[config.mk]
export PLATFORM = sky130hd
export DESIGN_NAME = text_console_writer
export DESIGN_NICKNAME = d
export VERILOG_FILES = /design/src/rtl/text_console_pkg.sv /design/src/rtl/text_console_writer.sv
export SDC_FILE = /design/constraint.sdc
export NUM_CORES = 1
export LEC_CHECK = 0
export ABC_AREA = 1
export BUFFER_PORTS_ARGS = -buffer_cell sky130_fd_sc_hd__buf_4
export CORE_AREA = 8 8 143 105
export CTS_CLUSTER_SIZE = 40
export DETAILED_ROUTE_END_ITERATION = 10
export DIE_AREA = 0 0 151 113
export PLACE_DENSITY = 0.54
export SYNTH_ARGS = -nofsm -noshare
export SYNTH_HDL_FRONTEND = slang
export SYNTH_SLANG_ARGS = --single-unit
[constraint.sdc]
create_clock -name Clk -period 2.3 [get_ports Clk]
set_input_delay 0.23 -clock Clk [delete_from_list [all_inputs] [get_ports Clk]]
set_output_delay 0.23 -clock Clk [all_outputs]
set_load 0.005 [all_outputs]
[src/rtl/text_console_pkg.sv]
// Shared geometry, FSM states and control codes for the text-mode VRAM writer.
package text_console_pkg;

  localparam int COLS          = 80;
  localparam int ROWS          = 30;
  localparam int WORDS_PER_ROW = COLS / 4;
  localparam int VRAM_WORDS    = ROWS * WORDS_PER_ROW;

  typedef enum logic [2:0] {
    IDLE,
    PUT,
    CLEAR,
    SCR_RD,
    SCR_WR,
    SCR_FILL
  } state_t;

  localparam logic [7:0] CH_BS = 8'h08;
  localparam logic [7:0] CH_LF = 8'h0A;
  localparam logic [7:0] CH_FF = 8'h0C;
  localparam logic [7:0] CH_CR = 8'h0D;

  // Word address of the cell holding (row, col); four cells share one word.
  function automatic logic [9:0] cell_addr(input logic [4:0] row, input logic [6:0] col,
                                           input int wpr = WORDS_PER_ROW);
    return 10'(row) * 10'(wpr) + 10'(col[6:2]);
  endfunction

endpackage

[src/rtl/text_console_writer.sv]
// Byte-stream to glyph-write engine for the text-mode VRAM (BRAM port A).
// Tracks an 80x30 cursor, handles CR/LF/BS/FF and runs hardware clear and
// scroll-up sequences while holding off new characters.
module text_console_writer #(
  parameter int         COLS           = 80,
  parameter int         ROWS           = 30,
  parameter logic [7:0] FILL_CHAR      = 8'h20,
  parameter bit         CLEAR_ON_RESET = 1'b1
) (
  input  logic        Clk,
  input  logic        Reset,
  input  logic        char_valid,
  input  logic [7:0]  char_data,
  input  logic        char_inv,
  output logic        char_ready,
  output logic        busy,
  output logic [6:0]  cursor_col,
  output logic [4:0]  cursor_row,
  output logic        bram_en_a,
  output logic [3:0]  bram_we_a,
  output logic [9:0]  bram_addr_a,
  output logic [31:0] bram_din_a,
  input  logic [31:0] bram_dout_a
);
  import text_console_pkg::*;

  localparam int         WPR         = COLS / 4;
  localparam int         NWORDS      = ROWS * WPR;
  localparam logic [9:0] WPR10       = 10'(WPR);
  localparam logic [9:0] LAST_WORD   = 10'(NWORDS - 1);
  localparam logic [9:0] SCROLL_LAST = 10'(NWORDS - WPR - 1);
  localparam logic [6:0] LAST_COL    = 7'(COLS - 1);
  localparam logic [4:0] LAST_ROW    = 5'(ROWS - 1);

  state_t      state;
  logic [6:0]  col;
  logic [4:0]  row;
  logic [9:0]  k;      // word counter shared by clear, copy and fill passes
  logic [7:0]  glyph;  // latched {inv, code[6:0]} for the PUT cycle

  // Cursor, word counter and state sequencing.
  always_ff @(posedge Clk) begin
    if (Reset) begin
      state <= CLEAR_ON_RESET ? CLEAR : IDLE;
      col   <= '0;
      row   <= '0;
      k     <= '0;
      glyph <= '0;
    end else begin
      case (state)
        IDLE: if (char_valid) begin
          if (char_data >= 8'h20 && char_data <= 8'h7E) begin
            glyph <= {char_inv, char_data[6:0]};
            state <= PUT;
          end else begin
            case (char_data)
              CH_CR: col <= '0;
              CH_BS: if (col != '0) col <= col - 7'd1;
              CH_LF: begin
                col <= '0;
                if (row < LAST_ROW) row <= row + 5'd1;
                else begin
                  k     <= '0;
                  state <= SCR_RD;
                end
              end
              CH_FF: begin
                col   <= '0;
                row   <= '0;
                k     <= '0;
                state <= CLEAR;
              end
              default: ;
            endcase
          end
        end
        PUT: begin
          if (col < LAST_COL) begin
            col   <= col + 7'd1;
            state <= IDLE;
          end else begin
            col <= '0;
            if (row < LAST_ROW) begin
              row   <= row + 5'd1;
              state <= IDLE;
            end else begin
              k     <= '0;
              state <= SCR_RD;
            end
          end
        end
        CLEAR, SCR_FILL: begin
          if (k == LAST_WORD) state <= IDLE;
          else                k     <= k + 10'd1;
        end
        SCR_RD: state <= SCR_WR;
        SCR_WR: begin
          k     <= k + 10'd1;
          state <= (k == SCROLL_LAST) ? SCR_FILL : SCR_RD;
        end
        default: state <= IDLE;
      endcase
    end
  end

  // Port A and status decode; the copy write forwards read data straight
  // from the BRAM so each copied word costs one read and one write cycle.
  always_comb begin
    char_ready  = 1'b0;
    busy        = 1'b0;
    cursor_col  = '0;
    cursor_row  = '0;
    bram_en_a   = 1'b0;
    bram_we_a   = '0;
    bram_addr_a = '0;
    bram_din_a  = '0;
    if (!Reset) begin
      char_ready = (state == IDLE);
      busy       = (state inside {CLEAR, SCR_RD, SCR_WR, SCR_FILL});
      cursor_col = col;
      cursor_row = row;
      case (state)
        PUT: begin
          bram_en_a   = 1'b1;
          bram_we_a   = 4'b0001 << col[1:0];
          bram_addr_a = cell_addr(row, col, WPR);
          bram_din_a  = {4{glyph}};
        end
        CLEAR, SCR_FILL: begin
          bram_en_a   = 1'b1;
          bram_we_a   = 4'hF;
          bram_addr_a = k;
          bram_din_a  = {4{FILL_CHAR}};
        end
        SCR_RD: begin
          bram_en_a   = 1'b1;
          bram_addr_a = k + WPR10;
        end
        SCR_WR: begin
          bram_en_a   = 1'b1;
          bram_we_a   = 4'hF;
          bram_addr_a = k;
          bram_din_a  = bram_dout_a;
        end
        default: ;
      endcase
    end
  end

endmodule

; ---- After elaboration in Yosys (flattened, before gate mapping)
; Cells that the tools add are included.
[classes]
addsub = 6
magnitude_cmp = 4
n_mux = 40
n_shift = 1
n_mul = 1
n_reduce_logical = 15
n_eq_ne = 21
[ops]
columns = operator, count
row1 = one-hot mux 32 bit (3 select lines), 1
row2 = two-way mux 10 bit, 6
row3 = one-hot mux 10 bit (4 select lines), 1
row4 = two-way mux 7 bit, 5
row5 = == test 8 x 4 -> 1 bit (second input constant), 4
row6 = two-way mux 32 bit, 1
row7 = one-hot mux 10 bit (3 select lines), 1
row8 = one-hot mux 7 bit (2 select lines), 2
row9 = two-way mux 5 bit, 5
row10 = == test 10 bit (second input constant), 2
row11 = one-hot mux 10 bit (2 select lines), 1
row12 = one-hot mux 5 bit (2 select lines), 2
row13 = two-way mux 3 bit, 5
row14 = one-hot mux 3 bit (5 select lines), 1
row15 = adder 10 x 1 -> 10 bit (second input constant), 1
row16 = adder 10 x 5 -> 10 bit, 1
row17 = adder 10 x 5 -> 10 bit (second input constant), 1
row18 = inequality test 2 bit (second input constant), 5
row19 = AND reduction 5 bit, 2
row20 = greater-or-equal comparator 8 x 6 -> 1 bit (second input constant), 1
row21 = less-or-equal comparator 8 x 7 -> 1 bit (second input constant), 1
row22 = multiplier 5 x 3 -> 8 bit (second input constant), 1
row23 = one-hot mux 4 bit (2 select lines), 1
row24 = nonzero test 4 bit, 2
row25 = other kinds (28), 35
[totals]
regBits = 33
wordCells = 93
out_inout_bits = 61
input_bits = 44

; ---- Depth between registers and ports, before layout
[depth]
word_depth = 6
mapped_depth = 13
mapped_depth_nobuf = 13

; ---- Least setup slack after synthesis
; No wires, ideal clock.
[synth_path]
path_kind = reg-to-output
start = register row[1]
end = output port bram_addr_a[9]
t_required_ns = 2.070
path_buffers = 0
setup_slack_ns = 0.165
arrival_ns = 1.905
stages_incl_launch_ff = 14
cell_sequence = dfxtp_1 -> ha_1 -> ha_1 -> inv_1 -> fa_1 -> inv_1 -> nand2_1 -> inv_1 -> nand2_1 -> nor2_1 -> nand2_1 -> nand2_1 -> nand2_1 -> a21oi_1
[synth_via]
elab_chain_len = 4
[synth_rtl]
columns = element, line
row1 = "start, declared", text_console_writer.sv:37  ; logic [4:0] row;
row2 = "start signal, assigned", text_console_writer.sv:61  ; if (row < LAST_ROW) row <= row + 5'd1;
row3 = "start signal, assigned", text_console_writer.sv:84  ; row <= row + 5'd1;
row4 = multiplier 5 x 3 -> 8 bit, text_console_pkg.sv:26  ; return 10'(row) * 10'(wpr) + 10'(col[6:2]);
row5 = adder 10 x 5 -> 10 bit, text_console_pkg.sv:26
row6 = one-hot mux 10 bit (3 select lines), text_console_writer.sv:122  ; case (state)
row7 = two-way mux 10 bit, text_console_writer.sv:117  ; if (!Reset) begin
row8 = "end, declared", text_console_writer.sv:21  ; output logic [9:0] bram_addr_a,
; Every way passes these cells.

; ---- Worst setup path in the final report
[layout_path]
start = register row[1]
end = output port bram_addr_a[7]
; The elaborated chain is that of the path after synthesis.

==> results.md <==
* Run status: complete, but fails checks
* Failing checks: setup timing
* I/O pins at approximately 110
* Nets at roughly 850
* Startpoint types: flip-flop
* Dpl hpwl at 10500 um
* Dpl cells at 937
* R2R setup slack at 0.36 ns
* YS warnings at 0
* Worst Tran Pin Value at 0.624 ns
* Clock Path Buffers at 2
* Total GRT Usage at 15.4%
* Initial Util at 29.3%
* Critical path type: flip-flop to output port
* Syn Nets at 740
* Total core area at 12800 um2
* Root Driver: clkbuf_16
* Vias after detailed routing at 4569
* Initial antenna violation count at 0
* Tmin final at 2.53 ns
* Number of synthesized register bits at 33
* Die Span X at 151 um
* Largest family of logic cells by synthesized area: simple AND/OR/NAND/NOR gates
* Min-delay worst type: primary input to flip-flop
* Critical path required time at 2.07 ns
* Overflow left after global routing at 0
* Pin count of the biggest net entering global routing at 44
* Max Cap Viol at 0
* DR vias/cell at roughly 4.8
* Post-Syn Area at 3740 um2
* Post-synthesis xor/xnor area fraction at 2.57%
* H-tree depth at 2
* Post-synth top area share at a little over 20%
* Leakage at 2.45 nW
* Worst Path Max Fanout at 2
* Worst path most repeated cell: inv_2
* DRT Pass-1 Iters at 5
* Synthesized instance count at 675
* Area after DPL at 4730 um2
* Routed WL per cell at 14.0 um
* Ratio of cells with drive above 1 in the final layout at 24.5%
* Post-route insts no fill at 947
* Crit path arrival time at 2.30 ns
* Reg2Reg Launch Point: state[1]$_SDFFE_PP1P_
* Worst-case vdd ir drop at approximately 0.41 mV
* Worst Setup End Kind: output port
* RSZ-0062 raised after global routing: true
* Crit path to: bram_addr_a[7]
* Worst Reg2Reg Path Length in Cells at 7
* Compound-Gate Fraction of Synth Area at around 15%
* Final hold violation count at 0
* Total wire length at about 13000 um
* Critical path buffer and inverter count at 5
* Seq/Total Area, Yosys at 17.6%
* Synth Area in Adders at 7.42%
* CTS tree: built
* Skew final at around 0.007 ns
* Area grow syn2layout at 34.8%
* Post-layout instance area at between 5000 and 6000 um2
* Crit path cell chain: ha_4 -> ha_4 -> inv_2 -> fa_2 -> inv_2 -> nand2_2 -> inv_2 -> nand2_2 -> buf_6 -> nand2_1 -> nand3b_1 -> a21oi_2 -> buf_4
* CP startpoint: row[1]$_SDFFE_PP0P_
* Distinct cells, synth at 37
* Die area at 17100 um2
* Synth area leader: nand2_1
* Slew Viols, Final at 0
* R2R Path End: glyph[7]$_SDFFE_PP0P_
* Antenna cell count at 0
* Post-synthesis simple-gate area fraction at between 40% and 50%
* Fmax at a little under 400 MHz
* Clock slew at the register clock pins of the worst setup and hold paths at 0.05 ns
* Total clock buffers created by CTS at 5
* RePlAce Congestion at 0.825
* Cts hold-fix bufs at 0
* Worst path depth at 13
* Fin crit share at 110%
* DIE HEIGHT at 113 um
* DRC viols at 0
* Crit path max-delay cell type: fa_2
* Dominant cells by area after synthesis: nand2_1 (21%), dfxtp_1 (18%), a21oi_1 (10%)
* Clk_lat worst skew at between 0.2 and 0.3 ns
* Routed Antenna Nets at 0
* Max stage delay on crit path at 0.43 ns
* Vias in the first global route at 4403
* Cell Pwr Density at 888 nW/um2
* First-pass GRT wire length at 21600 um
* Avg Inst Size Synth at 5.55 um2
* Post-synthesis mux area share at 0%
* Cell Rows at 35
* Crit path max-delay family: adder cells
* Final setup vio count at 4
* Port buffer count at 104
* 1st-iter DRT viols at 316
* Setup ws final at -0.232 ns
* Slew HR at 58.3%
* Sink Count at 33
## cells by family after synthesis
| kind of cell | Yosys count |
|---|---|
| and+or+nand+nor | 391 |
| AOI/OAI and AO/OA | 112 |
| buffers and inverters | 107 |
| DFF | 33 |
| adders and majority gates | 21 |
| xor gates and xnor gates | 11 |
## metrics by stage
| stage | total power, mW | utilization [%] | hold WS, ns | worst slack [ns] | setup TNS, ns |
|---|---|---|---|---|---|
| floorplan | 2.72 | - | 0.420 | 0.165 | 0 |
| global placement | 3.59 | 37.0 | 0.437 | 0.0326 | 0 |
| detailed placement | 3.61 | 37.0 | 0.437 | -0.00733 | -0.00733 |
| CTS | 4.47 | 39.0 | 0.228 | -0.204 | -0.672 |
| global route | 4.92 | 39.5 | 0.262 | -0.359 | -1.38 |
| finish | 4.48 | 39.5 | 0.233 | -0.232 | -0.839 |
## per-layer routing
layer  wire [um]  track usage [%]
met3         761             2.99
met4          80             3.09
met1        6610             21.6
met5           0                0
met2        5800             24.0
## tightest hold or removal path: cells and delay by family
family | cells | cell delay, ns
compound gates | 2 | 0.17
buf+inv | 1 | 0.07
## state kept, by name, indices dropped and copies added, names as in the netlist
name / cells
k: 10
glyph: 8
state: 3
row: 5
col: 7
## power by group
part | total, mW | internal, mW | switching [mW] | leakage [nW]
registers | 0.865 | 0.689 | 0.176 | 0.271
clock network | 0.801 | 0.541 | 0.259 | 0.0841
logic | 2.82 | 1.07 | 1.75 | 2.10
## synthesized netlist by cell type
master and n:
a211oi_1 1, a21oi_1 76, a22oi_1 1, a31oi_1 3
a32oi_1 1, buf_2 8, buf_4 5, buf_6 3
clkbuf_1 12, clkinv_1 1, dfxtp_1 33, fa_1 2
ha_1 19, inv_1 70, inv_2 8, nand2_1 206
nand2_2 4, nand2_4 1, nand3_1 58, nand3_2 3
nand3_4 1, nand3b_1 1, nand4_1 9, nor2_1 93
nor2_2 5, nor2_4 2, nor2_8 1, nor3_1 3
nor3b_1 1, o21a_1 1, o21ai_0 24, o21ai_1 2
o22ai_1 3, or2_2 2, or2_4 1, xnor2_1 2
xor2_1 9
## area by class of cell
cell class | count | area (um2)
Multi-Input combinational cell | 535 | 2750
Fill cell | 1427 | 7740
Sequential cell | 33 | 672
Tap cell | 166 | 208
Clock buffer | 7 | 143
Inverter | 79 | 297
Timing Repair Buffer | 126 | 953
Clock inverter | 1 | 30.0
## worst min-delay path by stage
| stage | startpoint | end | slack (ns) | depth (start not counted) |
|---|---|---|---|---|
| 4_1_cts | char_inv | glyph[7]$_SDFFE_PP0P_ | 0.23 | 3 |
| 3_5_place_dp | glyph[7]$_SDFFE_PP0P_ | glyph[7]$_SDFFE_PP0P_ | 0.44 | 2 |
| 2_1_floorplan | char_data[4] | glyph[4]$_SDFFE_PP0P_ | 0.42 | 2 |
| 3_3_place_gp | glyph[7]$_SDFFE_PP0P_ | glyph[7]$_SDFFE_PP0P_ | 0.44 | 2 |
| 6_report | char_inv | glyph[7]$_SDFFE_PP0P_ | 0.23 | 3 |
| 5_1_grt | char_inv | glyph[7]$_SDFFE_PP0P_ | 0.26 | 3 |
## cell usage in the layout (no fill, tap or decap), drive strengths merged
master and instances:
nand3b 1, a32oi 1, nor2 101, a21oi 76, clkinv 1, nor3b 1
buf 126, o21a 1, a22oi 1, o21ai 26, o22ai 3, nand4 9
dfxtp 33, inv 78, xnor2 2, nand3 62, ha 19, fa 2
a211oi 1, clkbuf 7, or2 3, xor2 9, nand2 211, a31oi 3
bufinv 1, nor3 3
## timing repair
item                                   4_1_cts  5_1_grt
endpoints found under the hold margin        0        0
pin swaps                                    8       12
resized for setup                           15       24
setup buffers                                2        0
setup endpoints to repair                    5        6
cloned                                       0        0
(Power assumes the default switching activity.)
